<file path="src/rtl/pipe_ctrl_pkg.sv">
`default_nettype none
// ============================================================================
// Module      : pipe_ctrl_pkg
// Description : Shared FSM encodings and pipeline control bundle for the
//               ARM pipeline hazard sequencer and its stage registers.
// Revision    : 1.0 - initial release
// ============================================================================
package pipe_ctrl_pkg;

    localparam int C_RA_W = 4;

    typedef enum logic [1:0] {
        ST_RUN      = 2'd0,
        ST_MEM_WAIT = 2'd1,
        ST_REL      = 2'd2
    } state_t;

    // One definition of the per-register hold/clear strobes
    typedef struct packed {
        logic freeze_pc;
        logic if_id_freeze;
        logic if_id_flush;
        logic id_ex_freeze;
        logic id_ex_flush;
        logic ex_mem_freeze;
        logic mem_wb_flush;
    } pipe_ctrl_t;

endpackage
`default_nettype wire

</file>
<file path="src/rtl/hazard_detect.sv">
`default_nettype none
// ============================================================================
// Module      : hazard_detect
// Description : Combinational RAW comparator. With forwarding only a load in
//               EX stalls; without it any EX/MEM destination match stalls.
// Revision    : 1.0 - initial release
// ============================================================================
module hazard_detect #(
    parameter int RA_W   = 4,
    parameter bit FWD_EN = 1'b1
) (
    input  logic [RA_W-1:0] id_src1,
    input  logic [RA_W-1:0] id_src2,
    input  logic            id_use1,
    input  logic            id_use2,
    input  logic [RA_W-1:0] exe_dest,
    input  logic            exe_wb_en,
    input  logic            exe_mem_r_en,
    input  logic [RA_W-1:0] mem_dest,
    input  logic            mem_wb_en,
    output logic            stall
);

    logic w_ex_hit1;
    logic w_ex_hit2;
    logic w_mem_hit1;
    logic w_mem_hit2;

    assign w_ex_hit1  = id_use1 && exe_wb_en && (id_src1 == exe_dest);
    assign w_ex_hit2  = id_use2 && exe_wb_en && (id_src2 == exe_dest);
    assign w_mem_hit1 = id_use1 && mem_wb_en && (id_src1 == mem_dest);
    assign w_mem_hit2 = id_use2 && mem_wb_en && (id_src2 == mem_dest);

    assign stall = FWD_EN ? (exe_mem_r_en && (w_ex_hit1 || w_ex_hit2))
                          : (w_ex_hit1 || w_ex_hit2 || w_mem_hit1 || w_mem_hit2);

endmodule
`default_nettype wire

</file>
<file path="src/rtl/pipe_hazard_ctrl.sv">
`default_nettype none
// ============================================================================
// Module      : pipe_hazard_ctrl
// Description : Stall/flush sequencer arbitrating cache wait, taken branch and
//               RAW hazards. Optional counters: define HAZARD_PERF_CNT_EN.
// Revision    : 1.0 - initial release
// ============================================================================
module pipe_hazard_ctrl
    import pipe_ctrl_pkg::*;
#(
    parameter int RA_W   = C_RA_W,
    parameter bit FWD_EN = 1'b1,
    parameter int CNT_W  = 16
) (
    input  logic             clk,
    input  logic             rst,
    input  logic [RA_W-1:0]  id_src1,
    input  logic [RA_W-1:0]  id_src2,
    input  logic             id_use1,
    input  logic             id_use2,
    input  logic [RA_W-1:0]  exe_dest,
    input  logic             exe_wb_en,
    input  logic             exe_mem_r_en,
    input  logic [RA_W-1:0]  mem_dest,
    input  logic             mem_wb_en,
    input  logic             exe_branch_taken,
    input  logic             mem_req,
    input  logic             cache_ready,
    output logic             freeze_pc,
    output logic             if_id_freeze,
    output logic             if_id_flush,
    output logic             id_ex_freeze,
    output logic             id_ex_flush,
    output logic             ex_mem_freeze,
    output logic             mem_wb_flush,
    output logic [1:0]       state_o,
    output logic [CNT_W-1:0] perf_stall,
    output logic [CNT_W-1:0] perf_flush,
    output logic [CNT_W-1:0] perf_mwait,
    input  logic             perf_clr
);

    state_t     r_state;
    state_t     w_state_nxt;
    pipe_ctrl_t w_ctrl;
    logic       w_raw_stall;
    logic       w_wait;
    logic       w_wait_act;
    logic       w_branch_act;
    logic       w_stall_act;

    hazard_detect #(
        .RA_W   (RA_W),
        .FWD_EN (FWD_EN)
    ) u_hazard_detect (
        .id_src1      (id_src1),
        .id_src2      (id_src2),
        .id_use1      (id_use1),
        .id_use2      (id_use2),
        .exe_dest     (exe_dest),
        .exe_wb_en    (exe_wb_en),
        .exe_mem_r_en (exe_mem_r_en),
        .mem_dest     (mem_dest),
        .mem_wb_en    (mem_wb_en),
        .stall        (w_raw_stall)
    );

    // A miss is visible in RUN the same cycle it is requested
    assign w_wait       = (r_state == ST_MEM_WAIT) ||
                          ((r_state == ST_RUN) && mem_req && !cache_ready);
    assign w_wait_act   = !rst && w_wait;
    assign w_branch_act = !rst && !w_wait && exe_branch_taken;
    assign w_stall_act  = !rst && !w_wait && !exe_branch_taken && w_raw_stall;

    always_ff @(posedge clk or posedge rst) begin
        if (rst) begin
            r_state <= ST_RUN;
        end else begin
            r_state <= w_state_nxt;
        end
    end

    always_comb begin
        w_state_nxt = r_state;
        w_ctrl      = '0;
        case (r_state)
            ST_RUN:      if (mem_req && !cache_ready) w_state_nxt = ST_MEM_WAIT;
            ST_MEM_WAIT: if (cache_ready)             w_state_nxt = ST_REL;
            ST_REL:                                   w_state_nxt = ST_RUN;
            default:                                  w_state_nxt = ST_RUN;
        endcase

        if (w_wait_act) begin
            w_ctrl.freeze_pc     = 1'b1;
            w_ctrl.if_id_freeze  = 1'b1;
            w_ctrl.id_ex_freeze  = 1'b1;
            w_ctrl.ex_mem_freeze = 1'b1;
            w_ctrl.mem_wb_flush  = 1'b1;
        end else if (w_branch_act) begin
            w_ctrl.if_id_flush   = 1'b1;
            w_ctrl.id_ex_flush   = 1'b1;
        end else if (w_stall_act) begin
            w_ctrl.freeze_pc     = 1'b1;
            w_ctrl.if_id_freeze  = 1'b1;
            w_ctrl.id_ex_flush   = 1'b1;
        end
    end

    assign freeze_pc     = w_ctrl.freeze_pc;
    assign if_id_freeze  = w_ctrl.if_id_freeze;
    assign if_id_flush   = w_ctrl.if_id_flush;
    assign id_ex_freeze  = w_ctrl.id_ex_freeze;
    assign id_ex_flush   = w_ctrl.id_ex_flush;
    assign ex_mem_freeze = w_ctrl.ex_mem_freeze;
    assign mem_wb_flush  = w_ctrl.mem_wb_flush;
    assign state_o       = r_state;

`ifdef HAZARD_PERF_CNT_EN
    logic [CNT_W-1:0] r_perf_stall;
    logic [CNT_W-1:0] r_perf_flush;
    logic [CNT_W-1:0] r_perf_mwait;

    // Saturating counters; a clear takes precedence over any increment
    always_ff @(posedge clk or posedge rst) begin
        if (rst) begin
            r_perf_stall <= '0;
            r_perf_flush <= '0;
            r_perf_mwait <= '0;
        end else if (perf_clr) begin
            r_perf_stall <= '0;
            r_perf_flush <= '0;
            r_perf_mwait <= '0;
        end else begin
            if ((w_wait_act || w_stall_act) && (r_perf_stall != '1))
                r_perf_stall <= r_perf_stall + CNT_W'(1);
            if (w_branch_act && (r_perf_flush != '1))
                r_perf_flush <= r_perf_flush + CNT_W'(1);
            if (w_wait_act && (r_perf_mwait != '1))
                r_perf_mwait <= r_perf_mwait + CNT_W'(1);
        end
    end

    assign perf_stall = r_perf_stall;
    assign perf_flush = r_perf_flush;
    assign perf_mwait = r_perf_mwait;
`else
    logic w_unused_perf;
    assign w_unused_perf = perf_clr;
    assign perf_stall    = '0;
    assign perf_flush    = '0;
    assign perf_mwait    = '0;
`endif

endmodule
`default_nettype wire

</file>
<file path="config.mk">
export PLATFORM = sky130hd
export DESIGN_NAME = pipe_hazard_ctrl
export DESIGN_NICKNAME = d
export VERILOG_FILES = /design/src/rtl/pipe_ctrl_pkg.sv /design/src/rtl/hazard_detect.sv /design/src/rtl/pipe_hazard_ctrl.sv
export SDC_FILE = /design/constraint.sdc
export NUM_CORES = 1
export LEC_CHECK = 0
export BUFFER_PORTS_ARGS = -buffer_cell sky130_fd_sc_hd__buf_2
export CELL_PAD_IN_SITES_DETAIL_PLACEMENT = 2
export CELL_PAD_IN_SITES_GLOBAL_PLACEMENT = 2
export CORE_ASPECT_RATIO = 0.7
export CORE_MARGIN = 3
export CORE_UTILIZATION = 15
export CTS_BUF_LIST = sky130_fd_sc_hd__clkbuf_4
export DETAILED_ROUTE_END_ITERATION = 10
export PLACE_DENSITY_LB_ADDON = 0.1
export SLEW_MARGIN = 10
export SYNTH_ARGS = -nofsm -noshare
export SYNTH_HDL_FRONTEND = slang
export SYNTH_SLANG_ARGS = --single-unit
</file>
<file path="constraint.sdc">
create_clock -name clk -period 2.55 [get_ports clk]
set_clock_uncertainty 0.1 [all_clocks]
set_input_delay 0.51 -clock clk [delete_from_list [all_inputs] [get_ports clk]]
set_output_delay 0.51 -clock clk [all_outputs]
set_load 0.01 [all_outputs]
</file>
==> results.cfg, run 1 <==
[pwr]
pwr-share-seq_pct = 18.2
internal-power_uw = 116
powerDensity_mw_per_mm2 = 304
leakage_uw = 0.000414
p_comb_share_pct = 47.8
irDropWorstVdd_mv = 0.122
swShare_pct = 42.1
p_clk_share_pct = 34.0
switchingPower_uw = 84.8

[die]
initial_core_util_pct = 15.9
pin_count = 84
die_w_um = 83.8
rows = 19
core-area_mm2 = 0.00399
fp.dieArea_mm2 = 0.00507
die_y_um = 60.5

[flow_run]
drv_cap = 0

[synthesis]
ys_ff_latch = 2
syn-cell-area_um2 = 636
yosys_warnings = 0
synth_cells = 84
synth_area_per_cell_um2 = 7.57
ys_types = 17
yosysSeqAreaShare_pct = 7.87

[routing]
ant_nets = 0
routedWlPerCell_um = 9.61
num_vias = 477
via_per_inst = 2.91
wl_um = 1580
firstDrtPassIters = 2
drcViolationCount = 0
first_iter_violations = 6

[sta]
hold_violations = 0
rsz0062_at_grt = no
fin_hold_ws_ns = 0.0762
tns_ns = 0
max_freq_ghz = 0.490
setup_violations = 0
fin_crit_ns = 2.04
final-max-slew-violation-count = 0
fin_crit_sh_pct = 80.0

[clock_network]
numCtsBuffers = 3
cts_resized = 0
cts_tree = done
clockBufferDepth = 2
path_clk_slew_ns = 0.03
insertion_delay_ns = 0.22
cts.sink_count = 2
h-tree-depth = 1
cts_hold_buf = 0
cts_root_buf = clkbuf_4
cts_post_setup_buffers_inserted = 0

[final_layout]
utilization_pct = 16.6
largest_register_ffs = 2
antennaDiodeCount = 0
finalNetCount = 141
drive_above_1_share_pct = 31.3
synthToLayoutAreaGrowth_pct = 4.13
postLayoutCellArea_um2 = 662

[worst_setup_path]
cp_max_fo = 3
end_kind = output port
arrival_ns = 1.43
worstSetupStartpointType = flip-flop
path_class = flip-flop to output port
critPathRequiredTime_ns = 1.94
r2r_cells = 2

[global_route]
grt_usage_pct = 5.87
antenna_found_initial = 0
grt_pass1_vias = 485
grt_pass1_wl_um = 2260
grt_overflow = 0
grt_max_degree = 6

[placement]
gp_congestion = 0.661
dp_hpwl_um = 1490
placedInstanceArea_um2 = 639
port_buffers = 29

[status]
status = finished, final reports clean

[worst_hold_path]
hold_class = primary input to asynchronous set/reset pin
metrics by stage:
| step | instances | power [µW] | setup slack, ns |
|---|---|---|---|
| floorplan | 131 | 155 | 0.639 |
| global placement | 161 | 131 | 0.517 |
| detailed placement | 161 | 132 | 0.494 |
| CTS | 164 | 204 | 0.474 |
| global route | 164 | 225 | 0.377 |
| finish | 164 | 201 | 0.509 |
critical path, stage by stage, from the launching register on:
cell	delay [ns]
dfrtp_1	0.36
inv_1	0.08
a221oi_2	0.32
and2_2	0.20
nand3b_1	0.10
buf_2	0.14
power by group through the flow:
stage	logic (µW)	clock network (µW)	registers (µW)
finish	96.1	68.5	36.6
global route	109	78.9	37.2
CTS	95.3	72.2	36.7
detailed placement	95.0	0	37.1
global placement	94.2	0	37.1
floorplan	118	0	37.5
per-layer routing:
| layer | wire [µm] | track usage [%] | share of wire, % |
|---|---|---|---|
| met1 | 620 | 7.18 | 39 |
| met2 | 792 | 9.29 | 50 |
| met3 | 153 | 2.31 | 9.7 |
| met4 | 9 | 2.75 | 0.57 |
| met5 | 0 | 0 | 0 |
cells in the mapped netlist (all sizes together):
library cell | instances | share of area, %
a31oi | 1 | 0.98
xor2 | 8 | 11
o211a | 1 | 1.6
buf | 51 | 60
nand3 | 5 | 3.9
and2 | 1 | 1.2
nand3b | 1 | 1.2
dfrtp | 2 | 7.9
nor2 | 4 | 2.4
conb | 1 | 0.59
nor3 | 2 | 1.6
and3 | 1 | 1.2
inv | 2 | 1.2
nand2 | 1 | 0.59
nor2b | 1 | 0.98
a221oi | 1 | 2.4
o21a | 1 | 1.2
cell families after synthesis:
| kind of cell | share of synthesized area [%] |
|---|---|
| buffers and inverters | 61.4 |
| flip-flops | 7.87 |
| other | 0.590 |
| XOR/XNOR | 11.0 |
| AND/OR/NAND/NOR | 13.0 |
| AO/OA/AOI/OAI | 6.10 |
path summary, 6_finish.rpt:
check                      slack (ns)           to       start
max                              0.51  id_ex_flush  state_o[1]
min                              0.08   state_o[0]         rst
max reg2reg                      1.65   state_o[0]  state_o[1]
min reg2reg                      0.48   state_o[0]  state_o[1]
max in group asynchronous        2.15   state_o[1]         rst
min in group clk                 0.45   state_o[0]     mem_req
final cells by class:
cell class | count | area [µm²]
timing repair buffer | 29 | 145
multi-input combinational | 76 | 372
fill | 507 | 3330
inverter | 2 | 7.51
tap | 52 | 65.1
sequential | 2 | 50.0
clock buffer | 3 | 22.5
layout by cell type, fill, tap and decap left out:
cell and instances:
a221oi_2 1, a31oi_1 1, and2_2 1, and3_2 1, buf_2 29, clkbuf_4 3, conb_1 48, dfrtp_1 2
inv_1 2, nand2_1 1, nand3_1 5, nand3b_1 1, nor2_1 4, nor2b_1 1, nor3_1 2, o211a_1 1
o21a_1 1, xor2_1 8
(Power assumes the default switching activity.)
==> inputs of run 2 (changes only) <==
--- a/config.mk
+++ b/config.mk
@@ -10,7 +10,7 @@
 export CELL_PAD_IN_SITES_GLOBAL_PLACEMENT = 2
 export CORE_ASPECT_RATIO = 0.7
 export CORE_MARGIN = 3
-export CORE_UTILIZATION = 15
+export CORE_UTILIZATION = 12
 export CTS_BUF_LIST = sky130_fd_sc_hd__clkbuf_4
 export DETAILED_ROUTE_END_ITERATION = 10
 export PLACE_DENSITY_LB_ADDON = 0.1
==> constraint.sdc (replaced) <==
create_clock -name clk -period 1.8 [get_ports clk]
set_clock_uncertainty 0.1 [all_clocks]
set_input_delay 0.36 -clock clk [delete_from_list [all_inputs] [get_ports clk]]
set_output_delay 0.36 -clock clk [all_outputs]
set_load 0.01 [all_outputs]
==> results.cfg, run 2 (synthesis results as in run 1) <==
[pwr]
powerDensity_mw_per_mm2 = 419
internal-power_uw = 178
swShare_pct = 43.2
power_uw = 313
pwr-share-seq_pct = 16.6
p_clk_share_pct = 33.3
leakage_uw = 0.000443
p_comb_share_pct = 50.1
irDropWorstVdd_mv = 0.0994
switchingPower_uw = 135

[sta]
setup_violations = 1
fin_hold_ws_ns = 0.297
final-max-slew-violation-count = 0
fin_crit_sh_pct = 103
rsz0062_at_grt = yes
tns_ns = -0.0475
hold_violations = 0
fin_crit_ns = 1.85
setup_ws_ns = -0.0475
max_freq_ghz = 0.541

[clock_network]
cts_root_buf = clkbuf_4
numCtsBuffers = 3
cts_tree = done
cts.sink_count = 2
clockBufferDepth = 2
h-tree-depth = 1
insertion_delay_ns = 0.23
path_clk_slew_ns = 0.03

[global_route]
grt_overflow = 0
grt_pass1_vias = 459
grt_pass1_wl_um = 2210
grt_usage_pct = 4.73
grt_max_degree = 5
antenna_found_initial = 0

[routing]
ant_nets = 0
wl_um = 1650
via_per_inst = 2.72
first_iter_violations = 12
routedWlPerCell_um = 8.84
firstDrtPassIters = 2
drcViolationCount = 0
num_vias = 506

[die]
die_y_um = 66.9
rows = 21
pin_count = 84
die_w_um = 93.0
initial_core_util_pct = 12.9
fp.dieArea_mm2 = 0.00622
core-area_mm2 = 0.00494

[final_layout]
synthToLayoutAreaGrowth_pct = 17.7
largest_register_ffs = 2
finalNetCount = 146
fin_cells = 186
drive_above_1_share_pct = 36.8
antennaDiodeCount = 0
final_common_cell = conb_1
final_cell_mix = conb_1, buf_2, xor2_1

[placement]
dp_hpwl_um = 1460
gp_congestion = 0.660
place_ws_ns = -0.0132
port_buffers = 29
dp_cells = 178

[worst_setup_path]
r2r_end = state_o[1]
worstSetupStartpointType = flip-flop
regToRegStartpoint = state_o[1]
r2r_cells = 3
end_kind = output port
arrival_ns = 1.39
cp_max_fo = 3
path_class = flip-flop to output port
critPathRequiredTime_ns = 1.34
regToRegSetupSlack_ns = 0.82

[worst_hold_path]
hold_class = primary input to flip-flop
holdCritStartpoint = mem_req
holdPathStages = 2
min_delay_worst_endpoint = state_o[0]

[status]
status = finished with violations
violations = negative setup slack

[flow_run]
drv_cap = 0
## run 2: final cells by class
| class | instances | area (µm²) |
|---|---|---|
| tap | 69 | 86.3 |
| fill | 635 | 4190 |
| inverter | 2 | 7.51 |
| timing repair buffer | 34 | 185 |
| multi-input combinational | 76 | 397 |
| sequential | 2 | 50.0 |
| clock buffer | 3 | 22.5 |
## run 2: layer usage
metal,vias to the layer above,global-route usage [%],wire (µm)
met5,-,0,0
met4,0,3.29,33
met2,39,8.97,919
met1,229,4.45,532
met3,4,1.35,159
li1,234,-,-
## run 2: power by group through the flow
stage | clock (µW) | combinational (µW) | sequential, µW
after floorplan | 0 | 167 | 53.1
after global placement | 0 | 134 | 52.4
after detailed placement | 0 | 135 | 52.2
after CTS | 109 | 149 | 51.8
after global routing | 117 | 176 | 52.6
final | 104 | 157 | 52.0
## run 2: critical path, stage by stage, from the launching register on
cell	delay, ns
dfrtp_1	0.38
inv_2	0.07
a221oi_4	0.30
and2_4	0.19
nand3b_1	0.09
buf_2	0.13
## run 2: per-stage QoR
| step | utilization (%) | cell area, µm² |
|---|---|---|
| after floorplan | - | 812 |
| after global placement | 13.4 | 661 |
| after detailed placement | 13.4 | 661 |
| after CTS | 14.7 | 728 |
| after global routing | 15.1 | 748 |
| final | 15.1 | 748 |
## run 2: worst max-delay path by stage
stage	startpoint	to	slack (ns)	cells past startpoint
3_5_place_dp	exe_dest[3]	if_id_freeze	-0.01	6
4_1_cts	state_o[1]	id_ex_flush	-0.08	5
5_1_grt	state_o[0]	id_ex_flush	-0.14	4
2_1_floorplan	state_o[0]	if_id_freeze	0.19	4
3_3_place_gp	id_src1[3]	if_id_freeze	0.03	6
6_report	state_o[1]	id_ex_flush	-0.05	5
## run 2: what timing repair did
action,CTS,global route
endpoints found under the hold margin,2,0
endpoints found under the setup margin,4,4
gates resized for setup,5,1
hold buffers,1,0
pin swaps,2,1
buffers inserted,2,2
==> inputs of run 3 (changes only) <==
==> constraint.sdc (replaced) <==
create_clock -name clk -period 1.8 [get_ports clk]
set_clock_uncertainty 0.1 [all_clocks]
set_input_delay 0.18 -clock clk [delete_from_list [all_inputs] [get_ports clk]]
set_output_delay 0.18 -clock clk [all_outputs]
set_load 0.01 [all_outputs]
==> results.cfg, run 3 (synthesis results as in run 1) <==
[sta]
fin_hold_ws_ns = 0.129
fin_crit_sh_pct = 95.4
final-max-slew-violation-count = 0
setup_violations = 0
tns_ns = 0
max_freq_ghz = 0.582
fin_crit_ns = 1.72
hold_violations = 0

[placement]
port_buffers = 29
dp_hpwl_um = 1480
gp_congestion = 0.661
dp_cells = 178
placedInstanceArea_um2 = 661

[die]
rows = 21
core-area_mm2 = 0.00494
fp.dieArea_mm2 = 0.00622
die_y_um = 66.9
die_w_um = 93.0
pin_count = 84
initial_core_util_pct = 12.9

[worst_hold_path]
hold_class = primary input to flip-flop

[global_route]
grt_max_degree = 6
antenna_found_initial = 0
grt_pass1_wl_um = 2140
grt_pass1_vias = 460
grt_overflow = 0
grt_usage_pct = 4.32

[worst_setup_path]
worstSetupStartpointType = flip-flop
end_kind = output port
path_class = flip-flop to output port
max_stage_delay_ns = 0.38
crit_family = flip-flops
cp_max_fo = 3
path_cells = inv_1 -> a221oi_4 -> and2_4 -> nand3b_1 -> buf_2
arrival_ns = 1.44
critPathRequiredTime_ns = 1.52
path_buf_inv = 2
slowest_stage = dfrtp_1

[clock_network]
cts.sink_count = 2
h-tree-depth = 1
cts_tree = done
path_clk_slew_ns = 0.03
numCtsBuffers = 3
clockBufferDepth = 2
insertion_delay_ns = 0.22
cts_root_buf = clkbuf_4

[routing]
first_iter_violations = 7
via_per_inst = 2.73
drcViolationCount = 0
firstDrtPassIters = 2
routedWlPerCell_um = 8.60
ant_nets = 0
wl_um = 1570
num_vias = 499

[final_layout]
largest_register_ffs = 2
drive_above_1_share_pct = 32.5
final_cell_mix = conb_1, buf_2, xor2_1
synthToLayoutAreaGrowth_pct = 12.6
finalNetCount = 143
antennaDiodeCount = 0
final_common_cell = conb_1
fin_cells = 183
postLayoutCellArea_um2 = 716
num-fill-cells = 622

[status]
status = finished, final reports clean

[pwr]
irDropWorstVdd_mv = 0.0932
powerDensity_mw_per_mm2 = 411
leakage_uw = 0.000427

[flow_run]
drv_cap = 0
## run 3: changes by cell type in the layout (fill, tap and decap cells not counted), sizes merged
cell,delta
buf,-3
## run 3: metrics by stage
stage	total power, µW	worst slack (ns)	utilization [%]
3_3_place_gp	187	0.304	13.4
4_1_cts	290	0.0384	14.0
3_5_place_dp	187	0.289	13.4
6_report	294	0.0821	14.5
2_1_floorplan	220	0.368	-
5_1_grt	321	-0.0340	14.5
## run 3: per-layer routing
| metal | wire [µm] | vias to the layer above | global-route usage [%] |
|---|---|---|---|
| met4 | 0 | 0 | 1.65 |
| met2 | 894 | 37 | 8.52 |
| met5 | 0 | - | 0 |
| met3 | 158 | 0 | 1.13 |
| li1 | - | 230 | - |
| met1 | 522 | 232 | 4.38 |
## run 3: worst paths after layout
kind                            start          end  slack (ns)  cells past startpoint
hold / removal                mem_req   state_o[0]        0.13                      2
hold reg to reg            state_o[1]   state_o[0]        0.50                      2
setup reg to reg           state_o[1]   state_o[1]        0.89                      2
setup / recovery           state_o[1]  id_ex_flush        0.08                      5
min in group asynchronous         rst   state_o[0]        0.34                      3
max in group asynchronous         rst   state_o[1]        1.13                      3
## run 3: area by class of cell
class	instances	area [µm²]	share of cell area, %
Clock buffer	3	22.5	3.15
Multi-Input combinational cell	76	387	54.0
Inverter	2	7.51	1.05
Timing Repair Buffer	31	163	22.7
Sequential cell	2	50.0	6.99
Tap cell	69	86.3	12.1
## run 3: power by group
group	internal, µW	switching (µW)
registers	48.3	4.46
logic	48.9	97.0
clock network	73.2	22.0
total	170	123
## run 3: what timing repair did
| item | 4_1_cts | 5_1_grt |
|---|---|---|
| setup buffers | 0 | 1 |
| gates resized for setup | 0 | 3 |
| hold endpoints to repair | 2 | 0 |
| hold buffers | 1 | 0 |
| setup endpoints to repair | 0 | 1 |
